<file path="config.mk">
export PLATFORM = sky130hd
export DESIGN_NAME = aib_link_init_seq
export DESIGN_NICKNAME = d
export VERILOG_FILES = /design/src/rtl/aib_init_pkg.sv /design/src/rtl/aib_init_timeout.sv /design/src/rtl/aib_link_init_seq.sv
export SDC_FILE = /design/constraint.sdc
export NUM_CORES = 1
export LEC_CHECK = 0
export BUFFER_PORTS_ARGS = -buffer_cell sky130_fd_sc_hd__buf_2
export CAP_MARGIN = 20
export CORE_MARGIN = 10
export CORE_UTILIZATION = 44
export DETAILED_ROUTE_END_ITERATION = 10
export PLACE_DENSITY = 0.82
export SETUP_SLACK_MARGIN = 0.15
export SLEW_MARGIN = 20
export SYNTH_ARGS = -nofsm -noshare
export SYNTH_HDL_FRONTEND = slang
export SYNTH_SLANG_ARGS = --single-unit
</file>
<file path="constraint.sdc">
create_clock -name avmm_clk -period 3.3 [get_ports avmm_clk]
set_input_delay 0.99 -clock avmm_clk [delete_from_list [all_inputs] [get_ports avmm_clk]]
set_output_delay 0.99 -clock avmm_clk [all_outputs]
set_load 0.01 [all_outputs]
</file>
<file path="src/rtl/aib_init_pkg.sv">
// Shared definitions for the AIB link bring-up sequencer.
//   state_e      : sequencer FSM states
//   ERR_*        : err_code values reported on failure
//   CFG_ADDR/DATA/MASK : configuration table written, then read back and
//                  compared under mask, before the channels are released.
package aib_init_pkg;

    typedef enum logic [3:0] {
        IDLE,
        WR,
        RD,
        RD_WAIT,
        RST_REL,
        MAC_RDY,
        WAIT_ALIGN,
        LINK_UP,
        ERROR
    } state_e;

    localparam logic [1:0] ERR_NONE     = 2'b00;
    localparam logic [1:0] ERR_MISMATCH = 2'b01;
    localparam logic [1:0] ERR_AVMM_TO  = 2'b10;
    localparam logic [1:0] ERR_LINK     = 2'b11;

    localparam int CFG_ENTRIES = 8;

    localparam logic [16:0] CFG_ADDR [CFG_ENTRIES] = '{
        17'h00208, 17'h0020C, 17'h00210, 17'h00214,
        17'h00300, 17'h00304, 17'h0031C, 17'h00320
    };

    localparam logic [31:0] CFG_DATA [CFG_ENTRIES] = '{
        32'h0000_0001, 32'h0000_00A5, 32'h8000_0003, 32'h0001_0F00,
        32'h1234_5678, 32'h0000_0040, 32'h0A0B_0C0D, 32'h0000_0007
    };

    // Only masked bits are compared on readback; the rest may be
    // status/reserved bits that legitimately read back differently.
    localparam logic [31:0] CFG_MASK [CFG_ENTRIES] = '{
        32'hFFFF_FFFF, 32'h0000_00FF, 32'h8000_000F, 32'h0001_FF00,
        32'hFFFF_FFFF, 32'h0000_00C0, 32'h0F0F_0F0F, 32'h0000_0007
    };

endpackage

</file>
<file path="src/rtl/aib_init_timeout.sv">
// Saturating cycle counter used to bound every wait in the sequencer.
//   clk, rst_n : clock, async active-low reset
//   clr        : restart counting from zero (asserted on state entry)
//   expired    : high during the LIMIT-th cycle after clr, and stays high
module aib_init_timeout #(
    parameter int LIMIT = 4096
) (
    input  logic clk,
    input  logic rst_n,
    input  logic clr,
    output logic expired
);

    localparam int CW = (LIMIT > 1) ? $clog2(LIMIT + 1) : 1;
    localparam logic [CW-1:0] LAST = CW'(LIMIT - 1);

    logic [CW-1:0] cnt;

    // cnt holds the number of completed cycles since clr, so the cycle in
    // which cnt == LIMIT-1 is the LIMIT-th cycle spent waiting.
    always_ff @(posedge clk or negedge rst_n) begin
        if (!rst_n)
            cnt <= '0;
        else if (clr)
            cnt <= '0;
        else if (!expired)
            cnt <= cnt + CW'(1);
    end

    assign expired = (cnt >= LAST);

endmodule

</file>
<file path="src/rtl/aib_link_init_seq.sv">
// AIB link bring-up sequencer.
// Writes each configuration table entry over AVMM, reads it back and checks
// it under mask, then releases the adapter resets, raises near-side MAC
// ready and waits for far-side ready plus RX alignment on all active
// channels. Any failure parks the FSM in ERROR until the next start.
//   avmm_clk, avmm_rst_n     : clock, async active-low reset
//   start                    : begin/restart bring-up (IDLE or ERROR only)
//   o_cfg_avmm_*             : AVMM master (addr, byte_en, read, write, wdata)
//   i_cfg_avmm_*             : AVMM rdata, rdatavld, waitreq
//   ns_adapter_rstn, ns_mac_rdy : per-channel controls (active channels only)
//   fs_mac_rdy, m_rx_align_done : per-channel status from the link
//   link_up, busy, error, err_code : sequence status
module aib_link_init_seq
    import aib_init_pkg::*;
#(
    parameter int ACTIVE_CHNLS = 1,
    parameter int NBR_CHNLS    = 24,
    parameter int AVMM_WIDTH   = 32,
    parameter int BYTE_WIDTH   = 4,
    parameter int NUM_CFG      = 8,
    parameter int TIMEOUT_CYC  = 4096
) (
    input  logic                  avmm_clk,
    input  logic                  avmm_rst_n,
    input  logic                  start,
    output logic [16:0]           o_cfg_avmm_addr,
    output logic [BYTE_WIDTH-1:0] o_cfg_avmm_byte_en,
    output logic                  o_cfg_avmm_read,
    output logic                  o_cfg_avmm_write,
    output logic [AVMM_WIDTH-1:0] o_cfg_avmm_wdata,
    input  logic [AVMM_WIDTH-1:0] i_cfg_avmm_rdata,
    input  logic                  i_cfg_avmm_rdatavld,
    input  logic                  i_cfg_avmm_waitreq,
    output logic [NBR_CHNLS-1:0]  ns_adapter_rstn,
    output logic [NBR_CHNLS-1:0]  ns_mac_rdy,
    input  logic [NBR_CHNLS-1:0]  fs_mac_rdy,
    input  logic [NBR_CHNLS-1:0]  m_rx_align_done,
    output logic                  link_up,
    output logic                  busy,
    output logic                  error,
    output logic [1:0]            err_code
);

    localparam int IDX_W = (NUM_CFG > 1) ? $clog2(NUM_CFG) : 1;
    localparam logic [IDX_W-1:0] IDX_LAST = IDX_W'(NUM_CFG - 1);
    // Low ACTIVE_CHNLS bits set; inactive channels are never driven.
    localparam logic [NBR_CHNLS-1:0] ACT_MASK =
        NBR_CHNLS'((64'd1 << ACTIVE_CHNLS) - 64'd1);

    state_e           state, state_nxt;
    logic [IDX_W-1:0] idx, idx_nxt;
    logic [1:0]       err_q, err_nxt;
    logic             to_clr, to_expired;
    logic             align_ok, rd_match;

    logic [AVMM_WIDTH-1:0] cfg_data, cfg_mask;

    assign cfg_data = AVMM_WIDTH'(CFG_DATA[idx]);
    assign cfg_mask = AVMM_WIDTH'(CFG_MASK[idx]);
    assign rd_match = ((i_cfg_avmm_rdata & cfg_mask) == (cfg_data & cfg_mask));
    assign align_ok = ((fs_mac_rdy & m_rx_align_done & ACT_MASK) == ACT_MASK);

    aib_init_timeout #(
        .LIMIT (TIMEOUT_CYC)
    ) u_timeout (
        .clk     (avmm_clk),
        .rst_n   (avmm_rst_n),
        .clr     (to_clr),
        .expired (to_expired)
    );

    always_ff @(posedge avmm_clk or negedge avmm_rst_n) begin
        if (!avmm_rst_n) begin
            state <= IDLE;
            idx   <= '0;
            err_q <= ERR_NONE;
        end else begin
            state <= state_nxt;
            idx   <= idx_nxt;
            err_q <= err_nxt;
        end
    end

    always_comb begin
        state_nxt = state;
        idx_nxt   = idx;
        err_nxt   = err_q;
        case (state)
            IDLE, ERROR: begin
                if (start) begin
                    state_nxt = WR;
                    idx_nxt   = '0;
                    err_nxt   = ERR_NONE;
                end
            end
            // Acceptance is checked before the timeout so a command granted
            // on the last allowed cycle still completes.
            WR: begin
                if (!i_cfg_avmm_waitreq) begin
                    state_nxt = RD;
                end else if (to_expired) begin
                    state_nxt = ERROR;
                    err_nxt   = ERR_AVMM_TO;
                end
            end
            RD: begin
                if (!i_cfg_avmm_waitreq) begin
                    state_nxt = RD_WAIT;
                end else if (to_expired) begin
                    state_nxt = ERROR;
                    err_nxt   = ERR_AVMM_TO;
                end
            end
            RD_WAIT: begin
                if (i_cfg_avmm_rdatavld) begin
                    if (!rd_match) begin
                        state_nxt = ERROR;
                        err_nxt   = ERR_MISMATCH;
                    end else if (idx == IDX_LAST) begin
                        state_nxt = RST_REL;
                    end else begin
                        state_nxt = WR;
                        idx_nxt   = idx + IDX_W'(1);
                    end
                end else if (to_expired) begin
                    state_nxt = ERROR;
                    err_nxt   = ERR_AVMM_TO;
                end
            end
            RST_REL: state_nxt = MAC_RDY;
            MAC_RDY: state_nxt = WAIT_ALIGN;
            WAIT_ALIGN: begin
                if (align_ok) begin
                    state_nxt = LINK_UP;
                end else if (to_expired) begin
                    state_nxt = ERROR;
                    err_nxt   = ERR_LINK;
                end
            end
            LINK_UP: begin
                if (!align_ok) begin
                    state_nxt = ERROR;
                    err_nxt   = ERR_LINK;
                end
            end
            default: state_nxt = IDLE;
        endcase
    end

    // Restart the timeout on entry to any state that waits on the outside.
    always_comb begin
        to_clr = 1'b0;
        if (state_nxt != state) begin
            case (state_nxt)
                WR, RD, RD_WAIT, WAIT_ALIGN: to_clr = 1'b1;
                default:                     to_clr = 1'b0;
            endcase
        end
    end

    // Outputs decode directly from registered state, so reset clears them
    // immediately and a command stays up until the state actually moves on.
    always_comb begin
        o_cfg_avmm_addr    = '0;
        o_cfg_avmm_byte_en = '0;
        o_cfg_avmm_read    = 1'b0;
        o_cfg_avmm_write   = 1'b0;
        o_cfg_avmm_wdata   = '0;
        ns_adapter_rstn    = '0;
        ns_mac_rdy         = '0;
        link_up            = 1'b0;
        busy               = 1'b0;
        error              = 1'b0;
        case (state)
            WR: begin
                o_cfg_avmm_write   = 1'b1;
                o_cfg_avmm_addr    = CFG_ADDR[idx];
                o_cfg_avmm_wdata   = cfg_data;
                o_cfg_avmm_byte_en = '1;
                busy               = 1'b1;
            end
            RD: begin
                o_cfg_avmm_read    = 1'b1;
                o_cfg_avmm_addr    = CFG_ADDR[idx];
                o_cfg_avmm_byte_en = '1;
                busy               = 1'b1;
            end
            RD_WAIT: busy = 1'b1;
            RST_REL: begin
                ns_adapter_rstn = ACT_MASK;
                busy            = 1'b1;
            end
            MAC_RDY, WAIT_ALIGN: begin
                ns_adapter_rstn = ACT_MASK;
                ns_mac_rdy      = ACT_MASK;
                busy            = 1'b1;
            end
            LINK_UP: begin
                ns_adapter_rstn = ACT_MASK;
                ns_mac_rdy      = ACT_MASK;
                link_up         = 1'b1;
            end
            ERROR:   error = 1'b1;
            default: ;
        endcase
    end

    assign err_code = err_q;

endmodule

</file>
==> results.tsv, run 1 <==
stage	metric	value	unit
run_status	outcome	finished clean	
sta	Final Hold Vio Count	0	
synth	ys flop type	dfrtp_1	
drt	starting DRC count in detailed routing	189	
power	Leak	1.67	nW
power	total power per unit cell area	545	nW/um^2
drt	via count	3126	
drt	antenna-violating nets left	0	
synth	post-synthesis sequential area ratio	17.6	%
place	Placer Congestion	0.905	
synth	post-synthesis average cell area	7.37	sq um
sta	RSZ-0062 raised after global routing	no	
job	Max Cap Violations	0	
cts	Root Buffer	clkbuf_8	
sta	clk_skew	0.00337	ns
finish	commonest non-fill, non-tap cell in the layout	buf_2	
floorplan	Core Rows	30	
drt	Routed WL	9290	um
cts	clock sink count	22	
cts	clk buf depth	2	
cts	CTS Hold Buffers Added	0	
grt	total track usage	15.9	%
floorplan	die width	104	um
synth	Mapped Area	3130	sq um
floorplan	initial core utilization	45.6	%
drt	DRT Pass-1 Iters	4	
sta	max frequency	332	MHz
finish	share of post-route cells with drive strength above 1	23.2	%
drt	DR WL/cell	15.8	um
worst_setup_path	kind of critical path	flip-flop to flip-flop	
cts	Clk Latency, worst-skew pair	0.26	ns
cts	CTS Buf Count	3	
worst_setup_path	Critical Path Slowest Stage Cell	dfrtp_1	
worst_setup_path	crit path DAT	3.16	ns
grt	total grt overflow	0	
sta	Slew HR	57.5	%
grt	initial antenna violation count	0	
drt	drt via density	5.33	
sta	worst-margin pin slew	0.629	ns
floorplan	Die H	104	um
grt	vias in the first global route	3066	
synth	synthesized flop and latch total	22	
worst_hold_path	Worst Hold Class	flip-flop to flip-flop	
worst_setup_path	Worst path max stage delay	0.38	ns
grt	first-pass GRT wire length	15200	um
sta	setup tns final	0	ns
power	peak supply drop	0.367	mV
sta	Period minus WS final	3.01	ns
drt	# DRC	0	
floorplan	Ports	193	
cts	Clk pin slew, worst setup/hold paths	0.07	ns
worst_setup_path	required time worst endpoint	3.45	ns
worst_setup_path	Max FO, Critical Path	11	
cts	post-CTS sizing	0	
finish	most frequent cells in the layout	buf_2, conb_1, nor2_1, nand2_1, a21oi_1	
worst_setup_path	CP Launch Type	flip-flop	
worst_setup_path	CP Cell Sequence	buf_4 -> ha_1 -> ha_1 -> xor2_1 -> o41ai_1 -> o311ai_0 -> nor4b_2 -> buf_4 -> a21oi_1 -> o221a_2	
worst_setup_path	Crit. End Element	flip-flop	
sta	final worst path period share	91.2	%
finish	post-layout util	49.3	%
cts	H-tree Lvls	1	
synth	Post-Synthesis Cells	425	
floorplan	Die ar.	10900	sq um
grt	largest net degree at the start of global routing	23	
synth	Yosys warning total	0	
finish	nets@finish	587	
cts	CTS tree	built	
sta	fin. max-slew vios	0	
synth	asr flop ratio synth	100	%
sta	Setup violations, final	0	
finish	Syn-to-layout area delta	8.07	%
cts	post-CTS setup repair buffer count	0	
place	Post-DP HPWL	7650	um
synth	Post-synth EDFFs	0	
worst_setup_path	reg2reg setup slack	0.29	ns
floorplan	core area	6870	sq um
synth	Unique masters post-synth	66	
finish	ant diodes	0	
place	port bufs	81	
==> per-layer routing <==
| metal | global-route usage [%] | vias up | wire (um) |
|---|---|---|---|
| li1 | - | 1503 | - |
| met1 | 19.7 | 1432 | 3830 |
| met2 | 27.0 | 178 | 4490 |
| met3 | 4.34 | 13 | 882 |
| met4 | 2.88 | 0 | 89 |
| met5 | 0 | - | 0 |
==> path summary, 6_finish.rpt <==
path	start	endpoint	cells after the start
max	idx[0]	err_code[0]	10
min	u_timeout.cnt[11]	u_timeout.cnt[11]	2
max reg2reg	idx[0]	err_code[0]	10
min reg2reg	u_timeout.cnt[11]	u_timeout.cnt[11]	2
max in group asynchronous	avmm_rst_n	idx[1]	1
min in group asynchronous	avmm_rst_n	u_timeout.cnt[12]	1
==> worst max-delay path, delay by kind of cell (launching register included) <==
family	cells	cell delay, ns
AO/OA/AOI/OAI	4	1.01
adder cells (fa/ha/maj)	2	0.54
buffers and inverters	2	0.41
flip-flops	1	0.38
AND/OR/NAND/NOR	1	0.38
XOR/XNOR	1	0.18
==> cell type report <==
class | count | area (sq um)
multi-input combinational | 355 | 2080
clock buffer | 3 | 41.3
fill | 716 | 3490
sequential | 22 | 552
inverter | 14 | 52.6
timing repair buffer | 97 | 538
tap | 96 | 120
==> logic make-up after synthesis <==
kind of cell	share of synthesized area [%]
buffers and inverters	23.7
AND/OR/NAND/NOR	25.8
AO/OA/AOI/OAI	22.8
other	0.120
XOR/XNOR	5.04
flip-flops	17.6
multiplexers	1.28
adder cells (fa/ha/maj)	3.60
==> metrics by stage <==
| stage | hold slack [ns] | setup slack, ns | instance area [sq um] | instances | power, mW |
|---|---|---|---|---|---|
| after floorplan | 0.491 | 0.294 | 3370 | 489 | 1.36 |
| after global placement | 0.507 | 0.294 | 3340 | 584 | 1.64 |
| after detailed placement | 0.521 | 0.195 | 3340 | 584 | 1.67 |
| after CTS | 0.532 | 0.150 | 3380 | 587 | 1.84 |
| after global routing | 0.562 | 0.181 | 3380 | 587 | 1.99 |
| final | 0.524 | 0.292 | 3380 | 587 | 1.84 |
==> synth_stat cells, types with 4 or more instances <==
library cell / instances / share of area [%]
buf_4: 80 / 19
nor2_1: 45 / 5.4
nand2_1: 38 / 4.6
a21oi_1: 23 / 3.7
dfrtp_1: 22 / 18
o21ai_0: 19 / 3.0
nor3_1: 18 / 2.9
inv_1: 13 / 1.6
nand2b_1: 12 / 2.4
xor2_1: 10 / 2.8
ha_1: 9 / 3.6
nand3_1: 9 / 1.4
a211oi_1: 8 / 1.9
clkbuf_1: 8 / 0.96
xnor2_1: 8 / 2.2
nor2b_1: 7 / 1.4
buf_2: 6 / 0.96
nand4_1: 6 / 1.2
and3_1: 5 / 1.0
o22ai_1: 5 / 1.0
and2_1: 4 / 0.80
mux2i_1: 4 / 1.3
nor4_1: 4 / 0.80
o311ai_0: 4 / 1.1
==> power by group <==
part	total (mW)	switching [mW]	internal, mW	leakage [nW]
registers	0.375	0.0531	0.322	0.297
logic	1.31	0.799	0.508	1.35
clock network	0.161	0.0796	0.0814	0.0216
total	1.84	0.931	0.911	1.67
==> flip-flops by register name (all words and copies together) (netlist names) <==
register / count
idx: 3
u_timeout.cnt: 13
state: 4
err_code: 2
Power figures use the tool's default switching activity.
==> run 2: changes to the inputs <==
--- a/config.mk
+++ b/config.mk
@@ -8,9 +8,9 @@
 export BUFFER_PORTS_ARGS = -buffer_cell sky130_fd_sc_hd__buf_2
 export CAP_MARGIN = 20
 export CORE_MARGIN = 10
-export CORE_UTILIZATION = 44
+export CORE_UTILIZATION = 40
 export DETAILED_ROUTE_END_ITERATION = 10
-export PLACE_DENSITY = 0.82
+export PLACE_DENSITY = 0.75
 export SETUP_SLACK_MARGIN = 0.15
 export SLEW_MARGIN = 20
 export SYNTH_ARGS = -nofsm -noshare
==> results.tsv, run 2 (synthesis gave the netlist of run 1 again) <==
stage	metric	value	unit
worst_setup_path	reg2reg setup slack	0.36	ns
finish	share of post-route cells with drive strength above 1	23.2	%
cts	clk buf depth	2	
place	dpl cells	590	
cts	clock sink count	22	
grt	vias in the first global route	2973	
floorplan	Die H	108	um
drt	drt via density	5.14	
floorplan	initial core utilization	40.7	%
worst_setup_path	Max FO, Critical Path	7	
finish	Syn-to-layout area delta	8.83	%
worst_setup_path	required time worst endpoint	3.45	ns
place	port bufs	81	
drt	starting DRC count in detailed routing	182	
finish	ant diodes	0	
worst_setup_path	Worst Setup SP	idx[1]	
floorplan	die width	108	um
worst_hold_path	Worst Hold Class	flip-flop to flip-flop	
cts	CTS Buf Count	3	
sta	max frequency	340	MHz
drt	# DRC	0	
worst_setup_path	CP dominant cell by count	a21oi_1	
finish	Filler Cells Inserted	838	
grt	largest net degree at the start of global routing	29	
drt	Routed WL	9400	um
cts	CTS tree	built	
power	Leak	1.68	nW
finish	most frequent cells in the layout	buf_2, conb_1, nor2_1, nand2_1, a21oi_1	
finish	max reg flops	13	
cts	Root Buffer	clkbuf_8	
power	total power per unit cell area	552	nW/um^2
drt	antenna-violating nets left	0	
finish	Largest regs	u_timeout.cnt: 13 flops, state: 4 flops, idx: 3 flops	
sta	final worst path period share	89.0	%
job	Max Cap Violations	0	
cts	H-tree Lvls	1	
sta	worst-margin pin slew	0.563	ns
worst_setup_path	cells on worst reg2reg path	9	
worst_setup_path	worst flop-to-flop path endpoint	err_code[0]	
sta	Final Hold Vio Count	0	
worst_setup_path	Critical Path Slowest Stage Cell	dfrtp_1	
finish	Finished Layout Cells	594	
sta	fin. max-slew vios	0	
place	Post-DP HPWL	7550	um
grt	first-pass GRT wire length	14800	um
worst_setup_path	kind of critical path	flip-flop to flip-flop	
worst_setup_path	Worst path max stage delay	0.47	ns
worst_setup_path	CP Depth	9	
sta	clk_skew	0.00769	ns
sta	Period minus WS final	2.94	ns
sta	Setup violations, final	0	
run_status	outcome	finished clean	
sta	setup ws final	0.362	ns
floorplan	Core Rows	32	
cts	Clk pin slew, worst setup/hold paths	0.09	ns
worst_setup_path	crit path DAT	3.09	ns
drt	via count	3053	
cts	Clk Latency, worst-skew pair	0.27	ns
drt	DR WL/cell	15.8	um
place	Place WS	0.256	ns
finish	post-layout util	44.3	%
worst_setup_path	critical path's top delay family	compound AO/OA/AOI/OAI gates	
sta	Slew HR	62.0	%
worst_setup_path	Crit. End Element	flip-flop	
place	Placer Congestion	0.927	
worst_setup_path	worst r2r src	idx[1]	
floorplan	Ports	193	
worst_setup_path	CP Launch Type	flip-flop	
sta	RSZ-0062 raised after global routing	yes	
finish	commonest non-fill, non-tap cell in the layout	buf_2	
worst_hold_path	Hold Path Depth	2	
sta	setup tns final	0	ns
finish	nets@finish	587	
grt	initial antenna violation count	0	
finish	Most flops, register	u_timeout.cnt	
grt	total grt overflow	0	
drt	DRT Pass-1 Iters	4	
grt	total track usage	14.8	%
floorplan	core area	7690	sq um
worst_setup_path	CP Cell Sequence	inv_1 -> ha_1 -> o21ai_0 -> a21oi_1 -> o41ai_1 -> o311ai_0 -> nor4b_2 -> a21oi_1 -> o221a_2	
power	peak supply drop	0.415	mV
worst_setup_path	Critical Path Sink	err_code[0]	
floorplan	Die ar.	11800	sq um
worst_setup_path	Critical path buffers and inverters	1	
run 2: changes by cell type in the layout (fill, tap and decap cells not counted), sizes merged:
cell / before / now
bufinv: 0 / 1
run 2: where the power goes:
group | switching [mW] | internal [mW] | leakage (nW) | total (mW)
clock network | 0.0921 | 0.162 | 0.0357 | 0.254
logic | 0.781 | 0.471 | 1.35 | 1.25
registers | 0.0542 | 0.321 | 0.299 | 0.375
run 2: worst min path at each step:
stage                                  from           endpoint  slack, ns
after floorplan           u_timeout.cnt[11]  u_timeout.cnt[11]       0.49
after CTS                 u_timeout.cnt[11]  u_timeout.cnt[11]       0.54
after detailed placement  u_timeout.cnt[11]  u_timeout.cnt[11]       0.53
after global routing      u_timeout.cnt[10]  u_timeout.cnt[10]       0.58
after global placement    u_timeout.cnt[11]  u_timeout.cnt[11]       0.51
final                     u_timeout.cnt[11]  u_timeout.cnt[11]       0.53
run 2: final cells by class:
class                   count  area [sq um]  share of cell area (%)
clock buffers               3          41.3                    1.21
repair buffers             97           526                    15.4
inverters                  14          52.6                    1.54
clock inverters             1          30.0                   0.881
flip-flops and latches     22           551                    16.2
well taps                 102           128                    3.75
multi-input cells         355          2080                    61.0
run 2: layer usage:
| layer | part of all wire [%] | vias to the layer above | global-route usage, % |
|---|---|---|---|
| li1 | - | 1495 | - |
| met1 | 39 | 1436 | 18.2 |
| met2 | 51 | 116 | 27.4 |
| met3 | 9.1 | 6 | 2.26 |
| met4 | 0.48 | 0 | 1.51 |
| met5 | 0 | - | 0 |
run 2: through the flow:
stage                     hold WS [ns]  total power, mW  area (sq um)
final                            0.530             1.88          3410
after global routing             0.579             2.04          3410
after CTS                        0.537             1.88          3400
after detailed placement         0.525             1.62          3330
after global placement           0.507             1.60          3330
after floorplan                  0.491             1.36          3370
run 2: timing repair:
action	4_1_cts	5_1_grt
hold buffers	0	0
gates resized for setup	0	1
setup endpoints to repair	0	12
setup buffers	0	0
run 2: worst min-delay path, stage by stage, from the launching register on:
cell	delay [ns]
dfrtp_1	0.38
inv_1	0.05
a21oi_1	0.06
